<file path="config.mk">
export PLATFORM = sky130hd
export DESIGN_NAME = regfile_wb_driver
export DESIGN_NICKNAME = d
export VERILOG_FILES = /design/src/rtl/regfile_wb_driver.sv
export SDC_FILE = /design/constraint.sdc
export NUM_CORES = 1
export LEC_CHECK = 0
export ABC_CLOCK_PERIOD_IN_PS = 2850
export BUFFER_PORTS_ARGS = -buffer_cell sky130_fd_sc_hd__buf_4
export CORE_MARGIN = 2
export CORE_UTILIZATION = 51
export DETAILED_ROUTE_END_ITERATION = 8
export PLACE_DENSITY = 0.73
export SLEW_MARGIN = 5
export SYNTH_ARGS = -nofsm -noshare
export SYNTH_HDL_FRONTEND = slang
export SYNTH_SLANG_ARGS = --single-unit
</file>
<file path="constraint.sdc">
create_clock -name CLK -period 2.85 [get_ports CLK]
set_input_delay 0.57 -clock CLK [delete_from_list [all_inputs] [get_ports CLK]]
set_output_delay 0.57 -clock CLK [all_outputs]
set_load 0.02 [all_outputs]
</file>
<file path="src/rtl/regfile_wb_driver.sv">
// regfile_wb_driver
//   Write-side driver for the 64-bit, 32-entry register file. It merges
//   full-width ALU results and buffered sub-word load returns onto the
//   single register-file write port, so the file sees at most one write
//   per cycle. Loads are queued in a small FIFO together with a byte-lane
//   mask computed at acceptance. A starvation counter forces the FIFO head
//   through after STARVE_LIMIT consecutive lost arbitrations.
//
//   Optional feature macro: WB_ZERO_FILTER_EN
//     defined   - writes to register 0 are consumed but issue with RegWrite=0
//     undefined - writes to register 0 are driven with RegWrite=1
//
// Ports (vectors are [0:N-1], bit 0 most significant; byte lane 0 = bits 0..7)
//   CLK, RST_N           clock, asynchronous active-low reset
//   ALU_VALID/READY      ALU result handshake (READY is combinational)
//   ALU_ADDR/DATA        ALU destination and 64-bit result
//   LD_VALID/READY       load-return handshake (READY is registered)
//   LD_ADDR/DATA         load destination and raw aligned doubleword
//   LD_SIZE/OFFSET       log2 byte count and starting byte lane
//   RegWrite             register-file write strobe
//   W_ADDR/DATA/MASK     write address, data and byte-lane enables
//   LD_ERR               one-cycle pulse: accepted load ran past lane 7
//   FIFO_LEVEL           current load FIFO occupancy
module regfile_wb_driver #(
    parameter int unsigned DEPTH        = 4,
    parameter int unsigned STARVE_LIMIT = 8
) (
    input  logic                   CLK,
    input  logic                   RST_N,
    input  logic                   ALU_VALID,
    output logic                   ALU_READY,
    input  logic [0:4]             ALU_ADDR,
    input  logic [0:63]            ALU_DATA,
    input  logic                   LD_VALID,
    output logic                   LD_READY,
    input  logic [0:4]             LD_ADDR,
    input  logic [0:63]            LD_DATA,
    input  logic [0:1]             LD_SIZE,
    input  logic [0:2]             LD_OFFSET,
    output logic                   RegWrite,
    output logic [0:4]             W_ADDR,
    output logic [0:63]            W_DATA,
    output logic [0:7]             W_MASK,
    output logic                   LD_ERR,
    output logic [0:$clog2(DEPTH)] FIFO_LEVEL
);
    localparam int unsigned PW = $clog2(DEPTH);
    localparam int unsigned LW = PW + 1;

    typedef enum logic [1:0] {
        GNT_IDLE,
        GNT_ALU,
        GNT_LD,
        GNT_LD_FORCE
    } gnt_e;

    logic [0:4]  addr_mem [DEPTH];
    logic [0:63] data_mem [DEPTH];
    logic [0:7]  mask_mem [DEPTH];

    logic [PW-1:0] wptr_q, wptr_d, rptr_q, rptr_d;
    logic [LW-1:0] count_q, count_d;
    logic [7:0]    starve_q, starve_d;
    logic          ld_ready_q, ld_ready_d;
    logic          ld_err_q, ld_err_d;
    logic          regwrite_q, regwrite_d;
    logic [0:4]    waddr_q, waddr_d;
    logic [0:63]   wdata_q, wdata_d;
    logic [0:7]    wmask_q, wmask_d;

    gnt_e       gnt;
    logic       fifo_ne, force_ld, push, pop, issue;
    logic [0:7] ld_mask;
    logic       ld_over;
    logic [3:0] lane_lo, lane_hi;

    // Lanes OFFSET .. OFFSET+2^SIZE-1, clipped at lane 7; lane_hi is exclusive.
    always_comb begin
        lane_lo = {1'b0, LD_OFFSET};
        lane_hi = lane_lo + (4'd1 << LD_SIZE);
        ld_over = (lane_hi > 4'd8);
        ld_mask = '0;
        for (int unsigned i = 0; i < 8; i++) begin
            ld_mask[i[2:0]] = (4'(i) >= lane_lo) && (4'(i) < lane_hi);
        end
    end

    assign fifo_ne   = (count_q != '0);
    assign force_ld  = fifo_ne && (starve_q == 8'(STARVE_LIMIT));
    assign ALU_READY = !force_ld;
    assign push      = LD_VALID && ld_ready_q;

    // Arbitration uses the registered occupancy, so a load pushed this
    // cycle cannot also be popped this cycle.
    always_comb begin
        gnt = GNT_IDLE;
        if (force_ld) begin
            gnt = GNT_LD_FORCE;
        end else if (ALU_VALID) begin
            gnt = GNT_ALU;
        end else if (fifo_ne) begin
            gnt = GNT_LD;
        end
    end

    assign pop   = (gnt == GNT_LD) || (gnt == GNT_LD_FORCE);
    assign issue = (gnt != GNT_IDLE);

    always_comb begin
        wptr_d  = wptr_q;
        rptr_d  = rptr_q;
        count_d = count_q;
        if (push) wptr_d = wptr_q + PW'(1);
        if (pop)  rptr_d = rptr_q + PW'(1);
        if (push && !pop) begin
            count_d = count_q + LW'(1);
        end else if (pop && !push) begin
            count_d = count_q - LW'(1);
        end
        ld_ready_d = (count_d != LW'(DEPTH));
        ld_err_d   = push && ld_over;

        starve_d = starve_q;
        if (!fifo_ne || pop) begin
            starve_d = '0;
        end else if ((gnt == GNT_ALU) && (starve_q != 8'(STARVE_LIMIT))) begin
            starve_d = starve_q + 8'd1;
        end

        // Write bus holds its last value while idle; only RegWrite qualifies it.
        waddr_d = waddr_q;
        wdata_d = wdata_q;
        wmask_d = wmask_q;
        if (pop) begin
            waddr_d = addr_mem[rptr_q];
            wdata_d = data_mem[rptr_q];
            wmask_d = mask_mem[rptr_q];
        end else if (gnt == GNT_ALU) begin
            waddr_d = ALU_ADDR;
            wdata_d = ALU_DATA;
            wmask_d = '1;
        end

`ifdef WB_ZERO_FILTER_EN
        regwrite_d = issue && (waddr_d != '0);
`else
        regwrite_d = issue;
`endif
    end

    always_ff @(posedge CLK) begin
        if (push) begin
            addr_mem[wptr_q] <= LD_ADDR;
            data_mem[wptr_q] <= LD_DATA;
            mask_mem[wptr_q] <= ld_mask;
        end
    end

    always_ff @(posedge CLK or negedge RST_N) begin
        if (!RST_N) begin
            wptr_q     <= '0;
            rptr_q     <= '0;
            count_q    <= '0;
            starve_q   <= '0;
            ld_ready_q <= 1'b0;
            ld_err_q   <= 1'b0;
            regwrite_q <= 1'b0;
            waddr_q    <= '0;
            wdata_q    <= '0;
            wmask_q    <= '0;
        end else begin
            wptr_q     <= wptr_d;
            rptr_q     <= rptr_d;
            count_q    <= count_d;
            starve_q   <= starve_d;
            ld_ready_q <= ld_ready_d;
            ld_err_q   <= ld_err_d;
            regwrite_q <= regwrite_d;
            waddr_q    <= waddr_d;
            wdata_q    <= wdata_d;
            wmask_q    <= wmask_d;
        end
    end

    assign LD_READY   = ld_ready_q;
    assign LD_ERR     = ld_err_q;
    assign RegWrite   = regwrite_q;
    assign W_ADDR     = waddr_q;
    assign W_DATA     = wdata_q;
    assign W_MASK     = wmask_q;
    assign FIFO_LEVEL = count_q;

endmodule

</file>
==> metrics.txt, run 1 <==
status completed; largest net degree at the start of global routing 61; Arrival @ worst endpoint 2050 ps; mapped cell area 15,700 um^2; CTS max path bufs 3; Core Area 30,400 um^2; Mapped Nets 993; post-synth top area cell edfxtp_1; FP Rows 64; fmax 381 MHz; Final min period 2620 ps; share of layout cells above drive strength 1 0.362; Hold Crit Class in -> async; grt peak-use layer met2; critical path cell sequence inv_1 > ha_1 > nand2b_1 > and4_1 > inv_4 > buf_4; max cap viols 0; met3 Usage GRT 0.0330; final worst-path cycle share 0.920; synthesized area per cell 18.9 um^2; GRT Residual Overflow 0; Slew @ Worst Pin around 920 ps; ys async rst share 0.236; CTS Root Cell clkbuf_16; vias in the first global route slightly below 9,000; port bufs 230; Leak 7.19 nW; met2 Use GR 0.348; Sink Count about 400; Critical Path End ALU_READY; Slew HR 0.387; Startpoint Class flip-flop; Crit path largest cell delay 450 ps; CTS buffer count 42; setup_tns 0 ps; Final Hold Fails 0; drt drc 0; ys flop type edfxtp_1; n_diodes 0; Power Density 1010 nW/um^2; postcts setup bufs 0; WL per Instance 21.5 um; WP depth 6; first-pass GRT wire length 50.9 mm; critical path's slowest cell dfrtp_1; RR Startpoint FIFO_LEVEL[2]; share of the synthesized area in the top cell type 0.588; htree depth 2; Syn. warnings 0; Post-CTS Resized 0; crit-path max FO 7; Post-synth EDFFs 308; DP HPWL 20.6 mm; Req. time, crit path between 2000 and 2500 ps; Power Total 19.5 mW; max-slew violations 0; CP Launch Point FIFO_LEVEL[2]; antenna-violating nets left 0; Clock Skew 14.7 ps; RSZ-0062 raised after global routing false; Synth area leaders edfxtp_1, dfrtp_1, mux4_2; area of the multi-input gates 3830 um^2; critical path buffer and inverter count 3; clock latency at the later pin of the worst-skew pair 520 ps; die area about 32,000 um^2; cts hold-fix bufs 0; Seq/Total Area, Yosys 0.740; synth-to-layout area growth 23.0%; Final #Nets 1,239; DR vias/cell 5.64; R2R Path End W_DATA[24]; IO Count around 230; Reg clk slew, reported paths 60 ps; #FFs+latches synth around 400; starting density of the core 0.517; peak supply drop 0.583 mV; fill count 2,150; CP delay by family, top simple AND/OR/NAND/NOR gates; met1 Usage GRT 0.276; antenna violations before repair 0; die height 180 um; CTS tree yes; Worst Setup End Kind output pin; Via Count 8,508; gpl congestion 0.745; CP Class reg -> out; Die X 180 um; Total Wirelength about 32 mm; GRT Total Usage 0.204; Netlist cell types 44; Final setup viols 0; Seq. cell area about 12,000 um^2; Pre-antenna DRT Iters 5; Starting DRT DRC Count 565; Mapped Cells around 830; reg2reg setup slack 430 ps; r2r worst-path depth 9
worst min path at each step:
| stage | start | endpoint | slack [ps] | cells after the start |
|---|---|---|---|---|
| 2_1_floorplan | RST_N | FIFO_LEVEL[0] | 270 | 0 |
| 3_3_place_gp | W_MASK[6] | W_MASK[6] | 490 | 2 |
| 3_5_place_dp | W_MASK[0] | W_MASK[0] | 490 | 2 |
| 4_1_cts | RST_N | W_DATA[3] | 10 | 1 |
| 5_1_grt | RST_N | W_DATA[3] | 30 | 1 |
| 6_report | RST_N | W_DATA[5] | 4 | 1 |
synthesized netlist by cell type, drive strengths merged (2+ instances only):
cell and n:
nor3b 40, clkbuf 21, nor3 2, a21oi 7, mux4 77, or2 3, and2 2, nand3 5
xor2 7, nor2b 4, buf 30, mux2i 29, inv 7, ha 12, and3 7, nor2 14
edfxtp 308, xnor2 6, a221o 40, a31oi 2, dfrtp 95, or3 2, o21ai 43, nand2 56
layout by cell type, fill, tap and decap left out, types with 5 or more instances in the layout:
cell / Yosys / final
ha_1: 12 / 12
clkinv_2: 0 / 6
clkbuf_8: 0 / 6
xnor2_1: 6 / 6
nand2_1: 56 / 56
buf_4: 3 / 242
inv_1: 6 / 6
edfxtp_1: 308 / 308
buf_12: 0 / 11
nor3b_1: 40 / 40
a21oi_1: 7 / 7
mux2i_1: 29 / 29
a221o_1: 40 / 40
nor2_1: 14 / 14
dfrtp_1: 95 / 93
nand3_1: 5 / 5
o21ai_0: 42 / 42
clkbuf_16: 0 / 43
xor2_1: 7 / 7
clkbuf_1: 21 / 16
mux4_2: 77 / 77
logic make-up after synthesis:
logic type	after synthesis	synth area share
simple gates	139	0.0478
mux	106	0.129
fa+ha+maj	13	0.0108
compound gates	101	0.0471
xor+xnor	13	0.00724
buf+inv	58	0.0185
flops	403	0.740
through the flow:
stage	hold WS, ps	cell area [um^2]	instances	setup slack, ps	utilization
6_report	4.33	19300	1508	228	0.635
5_1_grt	34.7	19300	1508	84.9	0.635
4_1_cts	11.2	19300	1508	215	0.635
3_5_place_dp	490	18000	1431	130	0.592
3_3_place_gp	494	18000	1431	206	0.592
2_1_floorplan	274	15700	833	159	-
state kept, by name, summed over array words and instances, names as in the netlist:
register and flops:
starve_q 8, LD_ERR 1, FIFO_LEVEL 3, rptr_q 2, addr_mem 20, W_ADDR 5, RegWrite 1, LD_READY 1
wptr_q 2, mask_mem 32, W_MASK 8, W_DATA 64, data_mem 256
final cells by class:
type,instances,share of cell area
inverters,7,0.00149
repair buffers,253,0.105
clock buffers,65,0.0630
clock inverters,12,0.00472
flip-flops and latches,403,0.602
multi-input cells,372,0.198
well taps,396,0.0256
power breakdown:
| group | internal [mW] | switching [mW] |
|---|---|---|
| Combinational | 2.74 | 2.99 |
| Clock | 3.04 | 2.10 |
| Sequential | 7.91 | 0.676 |
per-layer routing:
| layer | vias to the layer above | share of wire |
|---|---|---|
| li1 | 3838 | - |
| met4 | 0 | 0.022 |
| met3 | 47 | 0.044 |
| met1 | 4424 | 0.42 |
| met5 | - | 0 |
| met2 | 199 | 0.52 |
No activity file was read; power rests on OpenSTA's default activity.
==> run 2: changes to the inputs <==
Settings changed: BUFFER_PORTS_ARGS -buffer_cell sky130_fd_sc_hd__buf_4 to default, CORE_UTILIZATION 51 to 57, DONT_BUFFER_PORTS from default to 1.
==> run 2 against run 1 <==
Net effect:
- the run now ends with negative hold slack left
- cell count is 19% lower
- wire length fell by 3.8%
- via count is 8.3% lower
- worst setup slack better by 46 ps
- register-to-register slack got worse by 160 ps
- global-route usage up 1.8 points
- sequential share of layout area rose by 5.8 points
- design area shrank 8.8%
- combinational power shrank 28%
- first-iteration DRC count grew 1.1%
- fmax grew 1.8%
- total power decreased by 3.1%
- critical path type is now reg -> reg
- highest routed layer unchanged
==> metrics.txt, run 2 (synthesized netlist as in run 1, its figures left out) <==
CTS max path bufs 3; critical path's slowest cell dfrtp_1; Final setup viols 0; WL per Instance 25.6 um; Final Hold Fails 12; CTS tree yes; max cap viols 0; antenna violations before repair 0; first-pass GRT wire length 48.4 mm; Total Wirelength about 31 mm; CP Class reg -> reg; cts hold-fix bufs 1; port bufs 0; Final Instance Count excl. Fillers 1,221; RR Startpoint starve_q[0]; gpl congestion 0.842; drt drc 0; CTS Root Cell clkbuf_16; R2R Path End FIFO_LEVEL[0]; largest net degree at the start of global routing 96; status finished with violations; DR vias/cell 6.39; WHS -9.63 ps; antenna-violating nets left 0; Post-CTS Resized 0; Startpoint Class flip-flop; Via Count 7,804; Arrival @ worst endpoint 2960 ps; Reg clk slew, reported paths 60 ps; final worst-path cycle share 0.904; WP depth 9; failing checks negative hold slack; FP Rows 60; Core Area 27,000 um^2; Starting DRT DRC Count 571; GRT Total Usage 0.221; Clock Skew about 17 ps; CP delay by family, top simple AND/OR/NAND/NOR gates; critical path buffer and inverter count 3; fmax a little under 400 MHz; fill count 1,774; die area a little under 30,000 um^2; Req. time, crit path 3240 ps; synth-to-layout area growth 12.1%; peak supply drop 0.551 mV; crit-path max FO 40; Sink Count 403; Power Density 1070 nW/um^2; Final min period 2580 ps; Slew HR 0.420; commonest non-fill, non-tap cell in the layout edfxtp_1; Slew @ Worst Pin approximately 870 ps; vias in the first global route approximately 8,500; setup_tns 0 ps; clock latency at the later pin of the worst-skew pair 520 ps; CP Launch Point starve_q[0]; Leak 6.13 nW; Hold Crit Class in -> async; htree depth 2; Worst Setup End Kind flip-flop; reg2reg setup slack 270 ps; critical path cell sequence inv_1 > ha_1 > nor4b_2 > and4_1 > inv_4 > o21ai_4 > buf_12 > a21oi_1 > or2_2; r2r worst-path depth 9; Placed Cells approximately 1,100; DP HPWL 19.6 mm; Final #Nets 1,010; starting density of the core 0.582; postcts setup bufs 0; IO Count about 230; max-slew violations 0; Die X approximately 170 um; Pre-antenna DRT Iters 5; RSZ-0062 raised after global routing false; die height between 150 and 200 um; commonest cells after routing, fill and taps aside edfxtp_1, dfrtp_1, mux4_2; Critical Path End FIFO_LEVEL[0]; GRT Residual Overflow 0; share of layout cells above drive strength 1 0.203; most flop-heavy register data_mem; CTS buffer count 41; Crit path largest cell delay 430 ps; max reg flops 256; n_diodes 0
## run 2: changes by cell type in the layout (fill, tap and decap cells not counted), sizes merged
cell      delta
clkbuf      -16
inv          +1
buf        -228
clkinv       +4
bufinv       +5
clkinvlp     +2
## run 2: how the worst min path moves through the flow
stage | end | depth (start not counted)
finish | rptr_q[1] | 1
global route | rptr_q[1] | 1
CTS | W_MASK[3] | 1
detailed placement | W_DATA[15] | 0
global placement | W_DATA[15] | 0
floorplan | FIFO_LEVEL[0] | 0
## run 2: layout make-up
cell class,instances,area [um^2],share of cell area
sequential,403,11600,0.660
multi-input combinational,372,3830,0.217
clock buffer,49,1100,0.0622
tap,341,427,0.0242
timing repair buffer,25,333,0.0189
clock inverter,24,282,0.0160
inverter,7,28.8,0.00163
## run 2: metrics by stage
step / hold WS, ps / util / area, um^2 / worst slack (ps) / power (mW)
2_1_floorplan: 274 / - / 15700 / 159 / 12.2
3_3_place_gp: 278 / 0.600 / 16200 / 327 / 13.3
3_5_place_dp: 278 / 0.600 / 16200 / 154 / 13.6
4_1_cts: 8.94 / 0.652 / 17600 / 259 / 19.0
5_1_grt: 10.3 / 0.652 / 17600 / 132 / 19.7
6_report: -9.63 / 0.652 / 17600 / 274 / 18.9
## run 2: power by group
| part | internal, mW | total, mW | switching [mW] |
|---|---|---|---|
| sequential | 7.91 | 9.29 | 1.38 |
| combinational | 2.01 | 4.13 | 2.12 |
| clock | 3.29 | 5.43 | 2.13 |
| total | 13.2 | 18.9 | 5.64 |
## run 2: metal layers
| metal | part of all wire | vias up | track usage | wire length, um |
|---|---|---|---|---|
| met5 | 0 | - | 0 | 0 |
| met4 | 0.023 | 0 | 0.0632 | 704 |
| met3 | 0.097 | 61 | 0.0807 | 3030 |
| met2 | 0.51 | 328 | 0.373 | 16000 |
| met1 | 0.37 | 4055 | 0.272 | 11500 |
| li1 | - | 3360 | - | - |
